## config.mk

```make
export PLATFORM = sky130hd
export DESIGN_NAME = byte_queue_flat
export DESIGN_NICKNAME = d
export VERILOG_FILES = /design/src/rtl/byte_queue_if.sv /design/src/rtl/byte_queue.sv /design/src/flat_wrapper.sv
export SDC_FILE = /design/constraint.sdc
export NUM_CORES = 1
export LEC_CHECK = 0
export CAP_MARGIN = 10
export CORE_MARGIN = 1.5
export CORE_UTILIZATION = 30
export DETAILED_ROUTE_END_ITERATION = 6
export DONT_BUFFER_PORTS = 1
export PLACE_DENSITY = 0.51
export SYNTH_ARGS = -nofsm -noshare
export SYNTH_HDL_FRONTEND = slang
export SYNTH_SLANG_ARGS = --single-unit
```

## constraint.sdc

```tcl
create_clock -name clock_10KHZ -period 3.2 [get_ports clock_10KHZ]
set_input_delay 0.96 -clock clock_10KHZ [delete_from_list [all_inputs] [get_ports clock_10KHZ]]
set_output_delay 0.96 -clock clock_10KHZ [all_outputs]
set_load 0.05 [all_outputs]
```

## src/rtl/byte_queue_if.sv

```systemverilog
// byte_queue_if
//  Bundles the deserializer-side capture handshake and the consumer-side
//  dequeue/status signals of the byte queue.
//  Parameters: DATA_W (byte width), DEPTH (entries, power of two >= 2).
//  Signals:
//    data_in        byte from deserializer, valid while data_ready_in=1
//    data_ready_in  level request, held by the deserializer until acknowledged
//    ack_out        one-cycle acknowledge of an accepted byte
//    dequeue_in     pop request, sampled every rising edge
//    data_out       last popped byte (registered)
//    len_out        occupancy 0..DEPTH
//    full_out       occupancy == DEPTH (registered)
//    empty_out      occupancy == 0 (registered)
//    overflow_out   sticky error flag, present only with QUEUE_ERR_FLAGS_EN
//    underflow_out  sticky error flag, present only with QUEUE_ERR_FLAGS_EN
//  Modports: master = deserializer/consumer side, slave = the queue.
//  Optional feature macro: QUEUE_ERR_FLAGS_EN.
interface byte_queue_if #(
  parameter int DATA_W = 8,
  parameter int DEPTH  = 8
);
  localparam int ADDR_W = $clog2(DEPTH);

  logic [DATA_W-1:0] data_in;
  logic              data_ready_in;
  logic              ack_out;
  logic              dequeue_in;
  logic [DATA_W-1:0] data_out;
  logic [ADDR_W:0]   len_out;
  logic              full_out;
  logic              empty_out;
`ifdef QUEUE_ERR_FLAGS_EN
  logic              overflow_out;
  logic              underflow_out;
`endif

  modport master (
    output data_in, data_ready_in, dequeue_in,
    input  ack_out, data_out, len_out, full_out, empty_out
`ifdef QUEUE_ERR_FLAGS_EN
    , input overflow_out, underflow_out
`endif
  );

  modport slave (
    input  data_in, data_ready_in, dequeue_in,
    output ack_out, data_out, len_out, full_out, empty_out
`ifdef QUEUE_ERR_FLAGS_EN
    , output overflow_out, underflow_out
`endif
  );
endinterface

```

## src/rtl/byte_queue.sv

```systemverilog
// byte_queue
//  Byte FIFO sitting directly behind the serial deserializer. Each assembled
//  byte is captured through the data_ready_in/ack_out handshake and
//  acknowledged so the deserializer can rearm; bytes are handed out one per
//  dequeue request.
//  Ports:
//    clock_10KHZ  single clock, all logic on the rising edge
//    reset        asynchronous, active-low
//    bus          byte_queue_if.slave (handshake, dequeue and status signals)
//  Parameters: DATA_W (byte width), DEPTH (power of two >= 2).
//  Optional feature macro: QUEUE_ERR_FLAGS_EN adds the sticky overflow_out and
//  underflow_out flags; without it those ports and their logic are absent.
module byte_queue #(
  parameter int DATA_W = 8,
  parameter int DEPTH  = 8
) (
  input  logic         clock_10KHZ,
  input  logic         reset,
  byte_queue_if.slave  bus
);
  localparam int ADDR_W = $clog2(DEPTH);
  localparam logic [ADDR_W:0] FULL_CNT = (ADDR_W+1)'(DEPTH);
  localparam logic [ADDR_W:0] ONE_CNT  = (ADDR_W+1)'(1);

  typedef enum logic [1:0] {
    IDLE  = 2'd0,
    ACK   = 2'd1,
    DRAIN = 2'd2
  } state_t;

  state_t            state_q, state_d;
  logic [DATA_W-1:0] mem [DEPTH];
  logic [ADDR_W-1:0] wr_ptr, rd_ptr;
  logic [ADDR_W:0]   count, count_nxt;
  logic              full_q, empty_q, ack_q;
  logic [DATA_W-1:0] data_q;
  logic              wr_en, rd_en;

  // Enqueue handshake: capture in IDLE, one ACK cycle, then DRAIN until the
  // deserializer drops its request so one held byte is never captured twice.
  always_comb begin
    state_d = state_q;
    wr_en   = 1'b0;
    case (state_q)
      IDLE: begin
        // full_q is registered, so a pop on this same edge does not yet
        // make room; the request is taken on the following edge.
        if (bus.data_ready_in && !full_q) begin
          wr_en   = 1'b1;
          state_d = ACK;
        end
      end
      ACK:     state_d = DRAIN;
      DRAIN:   if (!bus.data_ready_in) state_d = IDLE;
      default: state_d = IDLE;
    endcase
  end

  assign rd_en = bus.dequeue_in && !empty_q;

  always_comb begin
    count_nxt = count;
    case ({wr_en, rd_en})
      2'b10:   count_nxt = count + ONE_CNT;
      2'b01:   count_nxt = count - ONE_CNT;
      default: count_nxt = count;
    endcase
  end

  // Control and output registers; flags are derived from the next count so
  // they line up with len_out.
  always_ff @(posedge clock_10KHZ or negedge reset) begin
    if (!reset) begin
      state_q <= IDLE;
      wr_ptr  <= '0;
      rd_ptr  <= '0;
      count   <= '0;
      full_q  <= 1'b0;
      empty_q <= 1'b1;
      ack_q   <= 1'b0;
      data_q  <= '0;
    end else begin
      state_q <= state_d;
      ack_q   <= wr_en;
      count   <= count_nxt;
      full_q  <= (count_nxt == FULL_CNT);
      empty_q <= (count_nxt == '0);
      if (wr_en) wr_ptr <= wr_ptr + 1'b1;
      if (rd_en) begin
        rd_ptr <= rd_ptr + 1'b1;
        data_q <= mem[rd_ptr];
      end
    end
  end

  // Storage is deliberately not reset.
  always_ff @(posedge clock_10KHZ) begin
    if (wr_en) mem[wr_ptr] <= bus.data_in;
  end

  assign bus.ack_out   = ack_q;
  assign bus.data_out  = data_q;
  assign bus.len_out   = count;
  assign bus.full_out  = full_q;
  assign bus.empty_out = empty_q;

`ifdef QUEUE_ERR_FLAGS_EN
  logic overflow_q, underflow_q;

  // Sticky error flags, cleared only by reset.
  always_ff @(posedge clock_10KHZ or negedge reset) begin
    if (!reset) begin
      overflow_q  <= 1'b0;
      underflow_q <= 1'b0;
    end else begin
      if (state_q == IDLE && bus.data_ready_in && full_q) overflow_q <= 1'b1;
      if (bus.dequeue_in && empty_q) underflow_q <= 1'b1;
    end
  end

  assign bus.overflow_out  = overflow_q;
  assign bus.underflow_out = underflow_q;
`endif
endmodule
```

## src/flat_wrapper.sv

```systemverilog
// flat-port wrapper written by rule: the top's interface ports become plain ports
module byte_queue_flat 
#(
  parameter int DATA_W = 8,
  parameter int DEPTH  = 8
)
  (clock_10KHZ, reset, bus_data_in, bus_data_ready_in, bus_dequeue_in, bus_ack_out, bus_data_out, bus_len_out, bus_full_out, bus_empty_out);
  byte_queue_if #(.DATA_W(DATA_W), .DEPTH(DEPTH)) bus_i ();
  input  logic clock_10KHZ;
  input  logic reset;
  input wire logic [$bits(bus_i.data_in)-1:0] bus_data_in;
  input wire logic [$bits(bus_i.data_ready_in)-1:0] bus_data_ready_in;
  input wire logic [$bits(bus_i.dequeue_in)-1:0] bus_dequeue_in;
  output wire logic [$bits(bus_i.ack_out)-1:0] bus_ack_out;
  output wire logic [$bits(bus_i.data_out)-1:0] bus_data_out;
  output wire logic [$bits(bus_i.len_out)-1:0] bus_len_out;
  output wire logic [$bits(bus_i.full_out)-1:0] bus_full_out;
  output wire logic [$bits(bus_i.empty_out)-1:0] bus_empty_out;
  assign bus_i.data_in = bus_data_in;
  assign bus_i.data_ready_in = bus_data_ready_in;
  assign bus_i.dequeue_in = bus_dequeue_in;
  assign bus_ack_out = bus_i.ack_out;
  assign bus_data_out = bus_i.data_out;
  assign bus_len_out = bus_i.len_out;
  assign bus_full_out = bus_i.full_out;
  assign bus_empty_out = bus_i.empty_out;
  byte_queue #(.DATA_W(DATA_W), .DEPTH(DEPTH)) u_core (.clock_10KHZ(clock_10KHZ), .reset(reset), .bus(bus_i));
endmodule
```

== Yosys cells after proc, flatten, opt, wreduce, memory -nomap -nowiden ==
Memories as Yosys holds them, arrays and structs flattened. A register that Yosys moved wholly into a read port is not among the register bits.
Cells that the tools add are included.
Storage, ports and cells
  bits in writable memories: 64
  logic and storage cells: 35
  input port bits: 12
  register bits after elaboration: 15
  memories: 1
  output and inout bits: 15
Operators by class
  reduce and logical (&&, ||, !) cells: 8
  $add $sub $neg: 4
  multiplexer cells: 8
  equality and inequality tests: 7
Memory list
  u_core.mem: words 8, bits a word 8, read ports 1, clocked after memory_dff 1, wr ports 1, line byte_queue.sv:32  | logic [DATA_W-1:0] mem [DEPTH];
Operators with widths (number)
  $pmux 4 s2: 1
  $add 3x1->3 const B: 2
  $pmux 2 s3: 1
  $add 4x1->4 const B: 1
  $eq 2x1->1 const B: 2
  $eq 2x2->1 const B: 2
  $eq 4x4->1 const B: 1
  $logic_not 4->1: 1
  $mux 1: 4
  $mux 2: 2
  $sub 4x1->4 const B: 1
  $logic_not 1->1: 3
  $logic_and 1x1->1: 2
  $logic_not 2->1: 1
  $ne 2x1->1 const B: 1
  $ne 2x2->1 const B: 1
  $reduce_and 2->1: 1

== Depth between registers and ports, before layout ==
  word-level depth: 7
  depth in mapped cells: 9

== Worst setup path before layout ==
No wires, ideal clock.
  path kind: input to register
  from: in bus_data_ready_in
  to: reg u_core.empty_q, in the netlist u_core.bus.empty_out
  data required time: 3.103 ns
  arrival: 2.972 ns
  setup slack: 0.132 ns
  setup time: 0.097 ns
  cell stages on the path: 9
  cell sequence: or4b_4 > buf_6 > ha_1 > xor2_1 > ha_1 > a31oi_4 > mux2i_1 > xnor2_2 > nor4_1
Between the ends
  longest elaborated chain between the ends: 6
  elaborated cells between the ends (all ways): 7
Ends and longest elaborated chain
  start, declared: line flat_wrapper.sv:12  | input wire logic [$bits(bus_i.data_ready_in)-1:0] bus_data_ready_in;
  $logic_and 1x1->1 *: line byte_queue.sv:48  | if (bus.data_ready_in && !full_q) begin
  $mux 1 *: line byte_queue.sv:48
  $mux 1 *: line byte_queue.sv:44  | case (state_q)
  $eq 2x1->1 / $eq 2x2->1 (equally long branches): line byte_queue.sv:63  | case ({wr_en, rd_en})
  $pmux 4 s2 *: line byte_queue.sv:63
  net u_core.count_nxt[2]: line byte_queue.sv:34  | logic [ADDR_W:0] count, count_nxt;
  $logic_not 4->1 *: line byte_queue.sv:87  | empty_q <= (count_nxt == '0);
  end signal, assigned: line byte_queue.sv:87
  end, declared: line byte_queue.sv:35  | logic full_q, empty_q, ack_q;
The timed path passes the listed nets; every way through them passes the cells marked *.
A chain may end at the register's enable or synchronous reset.

== Worst setup path after layout ==
Ends and elaborated chain as after synthesis.

==> key figures <==
Global routing
  – Largest net degree at the start of global routing: 24
  – First-pass GRT wire length: 10000 um
  – Global-route total usage across every layer: 0.117
  – GRT overflow: 0
  – Vias in the first global route: 1772
  – Initial antenna violation count: 0

Cells and area
  – Final Util: 0.354
  – # fillers: 1093
  – Antenna diode count: 0
  – Area grow syn2layout: 16.0%
  – Most common cell after layout, fill and taps aside: edfxtp_1
  – Share of cells above drive strength 1: 0.250
  – Final #Nets: 227
  – Fin area: 4010 um2
  – Most frequent cells in the layout: 64 x edfxtp_1, 22 x dfrtp_1, 20 x nand2_1

Route
  – Starting DRC count in detailed routing: 62
  – WL per Instance: 17.7 um
  – DR vias: 1645
  – DRT antenna net count: 0
  – Drt pass-1 iters: 4
  – Via density: 4.58
  – Detailed Route WL: 6370 um
  – Remaining DRCs: 0

Clock tree
  – TritonCTS Sinks: 87
  – Post-cts sizing count: 0
  – Worst skew pair latency: 0.33 ns
  – TritonCTS Buffers: 9
  – Htree depth: 3
  – Max Root-Sink Buffers: 2
  – Setup Buffers After CTS: 0
  – TritonCTS clock tree: yes
  – Root Buffer: clkbuf_16
  – Clock slew at reported path FFs: 0.07 ns
  – Hold buffers post-CTS: 0

STA
  – Final Hold Slack: 0.317 ns
  – Final worst path period share: 0.847
  – Total negative slack for setup checks: 0 ns
  – Clk_skew: 0.00766 ns
  – Unrepaired setup endpoints after global routing: no
  – Crit path time final: 2.71 ns
  – Slew HR: 0.407
  – Peak Freq: 369 MHz
  – Final Hold Fails: 0
  – Final setup fails: 0
  – Final Max Slew Viols: 0
  – Least-Margin Pin Slew: 0.890 ns

Die
  – Core outline area: 11300 um2
  – Row cnt: 39
  – Die Y: 110 um
  – # IOs: 27
  – Die W: 110 um
  – Total die area: 12200 um2
  – Starting Density: 0.305

Setup path
  – R2R depth: 8
  – Data required time of the critical path: 3.43 ns
  – Launch instance of the worst register-to-register path: u_core.state_q[0]
  – Crit path max fanout: 6
  – Critical Path Start Type: primary input
  – Worst setup EP type: register
  – Crit Path Category: primary input to register
  – Critical path endpoint: u_core.bus.empty_out
  – WP data arrival: 2.94 ns
  – Reg2Reg Setup Slack: 0.63 ns
  – Setup crit start: bus_data_ready_in
  – Reg2Reg Capture Point: u_core.bus.empty_out

Yosys
  – #FFs+latches synth: 87
  – Main synth FF type: edfxtp_1
  – Post-synth ARST share: 0.264
  – Post-synthesis cell count: 194
  – EDFF count, synth: 64
  – Yosys cell types: 32
  – Register area share after synthesis: 0.723
  – Syn Area/Cell: 17.8 um2
  – Yosys warns: 0
  – Synth Cell Area: 3460 um2
  – Synth Net Count: 210

Placement
  – Placed cell areas: 3700 um2
  – Gp weighted congestion: 0.722
  – HPWL Detailed: 4070 um
  – PortBufs: 0

Worst hold path
  – Hold Crit Class: primary input to async pin

Power and ir drop
  – NetSw: 1.44 mW
  – Sw Share: 0.360
  – Pleak: 1.42 nW
  – Comb power frac: 0.245
  – Power Dens Cells: 996 nW/um2
  – Total power: 3.99 mW
  – Reg power frac: 0.486
  – P_int: 2.56 mW
  – Clock power frac: 0.269
  – Worst VDD drop: 0.537 mV

Status
  – Outcome: finished clean

Flow run
  – Max Cap Viol: 0
-- power by group through the flow --
stage,clock network [mW],registers (mW),logic [mW]
4_1_cts,1.10,1.95,0.999
3_5_place_dp,0,1.97,0.997
6_report,1.07,1.94,0.978
5_1_grt,1.15,1.98,1.08
3_3_place_gp,0,1.96,0.977
2_1_floorplan,0,1.88,0.814
-- registers in the layout, indices dropped and copies added, names as in the netlist --
signal / cells
u_core.bus.ack_out: 1
u_core.mem: 64
u_core.state_q: 2
u_core.bus.data_out: 8
u_core.wr_ptr: 3
u_core.bus.empty_out: 1
u_core.bus.len_out: 4
u_core.bus.full_out: 1
u_core.rd_ptr: 3
-- worst max-delay path, stage by stage --
cell and delay, ns:
or4b_4 0.44, ha_1 0.26, xor2_1 0.18, ha_1 0.25
a31oi_4 0.14, mux2i_1 0.28, xnor2_2 0.11, nor4_1 0.31
-- metal layers --
layer  wire length, um  part of all wire  up-vias  GRT usage
met2              2990              0.47       31      0.180
li1                  -                 -      775          -
met3               285             0.045        4     0.0423
met4                44            0.0069        0     0.0302
met1              3050              0.48      835      0.156
met5                 0                 0        -          0
-- worst min path at each step --
stage	from	endpoint	slack (ns)
final	reset	u_core.bus.data_out[2]	0.32
after global routing	reset	u_core.bus.data_out[2]	0.30
after CTS	reset	u_core.bus.data_out[2]	0.30
after detailed placement	u_core.state_q[1]	u_core.state_q[1]	0.48
after global placement	u_core.state_q[0]	u_core.state_q[1]	0.47
after floorplan	u_core.state_q[1]	u_core.state_q[1]	0.45
-- cells in the mapped netlist (all sizes together), types with 2 or more instances --
| master | count | area [um2] |
|---|---|---|
| nand2 | 20 | 75.1 |
| mux4 | 16 | 360 |
| nor2 | 8 | 30.0 |
| ha | 4 | 50.1 |
| nand3 | 3 | 15.0 |
| inv | 2 | 7.51 |
| edfxtp | 64 | 1920 |
| nand2b | 4 | 25.0 |
| a21oi | 2 | 10.0 |
| xnor2 | 6 | 60.1 |
| buf | 3 | 21.3 |
| mux2i | 10 | 100 |
| dfrtp | 22 | 551 |
| clkbuf | 5 | 18.8 |
| o21ai | 10 | 50.0 |
| nor3 | 2 | 10.0 |
-- stage by stage --
step | instances | setup slack, ns
6_report | 359 | 0.490
5_1_grt | 359 | 0.384
4_1_cts | 359 | 0.484
3_5_place_dp | 343 | 0.141
3_3_place_gp | 343 | 0.151
2_1_floorplan | 194 | 0.132
-- layout make-up --
cell class	instances	area, um2	share of cell area
sequential	87	2500	0.623
clock buffer	9	225	0.0561
timing repair buffer	14	105	0.0262
multi-input combinational	96	907	0.226
inverter	3	12.5	0.00312
tap	143	179	0.0446
clock inverter	7	83.8	0.0209
-- kinds of logic after synthesis --
| kind of cell | synth area share |
|---|---|
| adder cells (fa/ha/maj) | 0.0145 |
| XOR/XNOR | 0.0199 |
| flip-flops | 0.723 |
| AO/OA/AOI/OAI | 0.0235 |
| buffers and inverters | 0.0152 |
| multiplexers | 0.136 |
| AND/OR/NAND/NOR | 0.0680 |
Power figures use the tool's default switching activity.
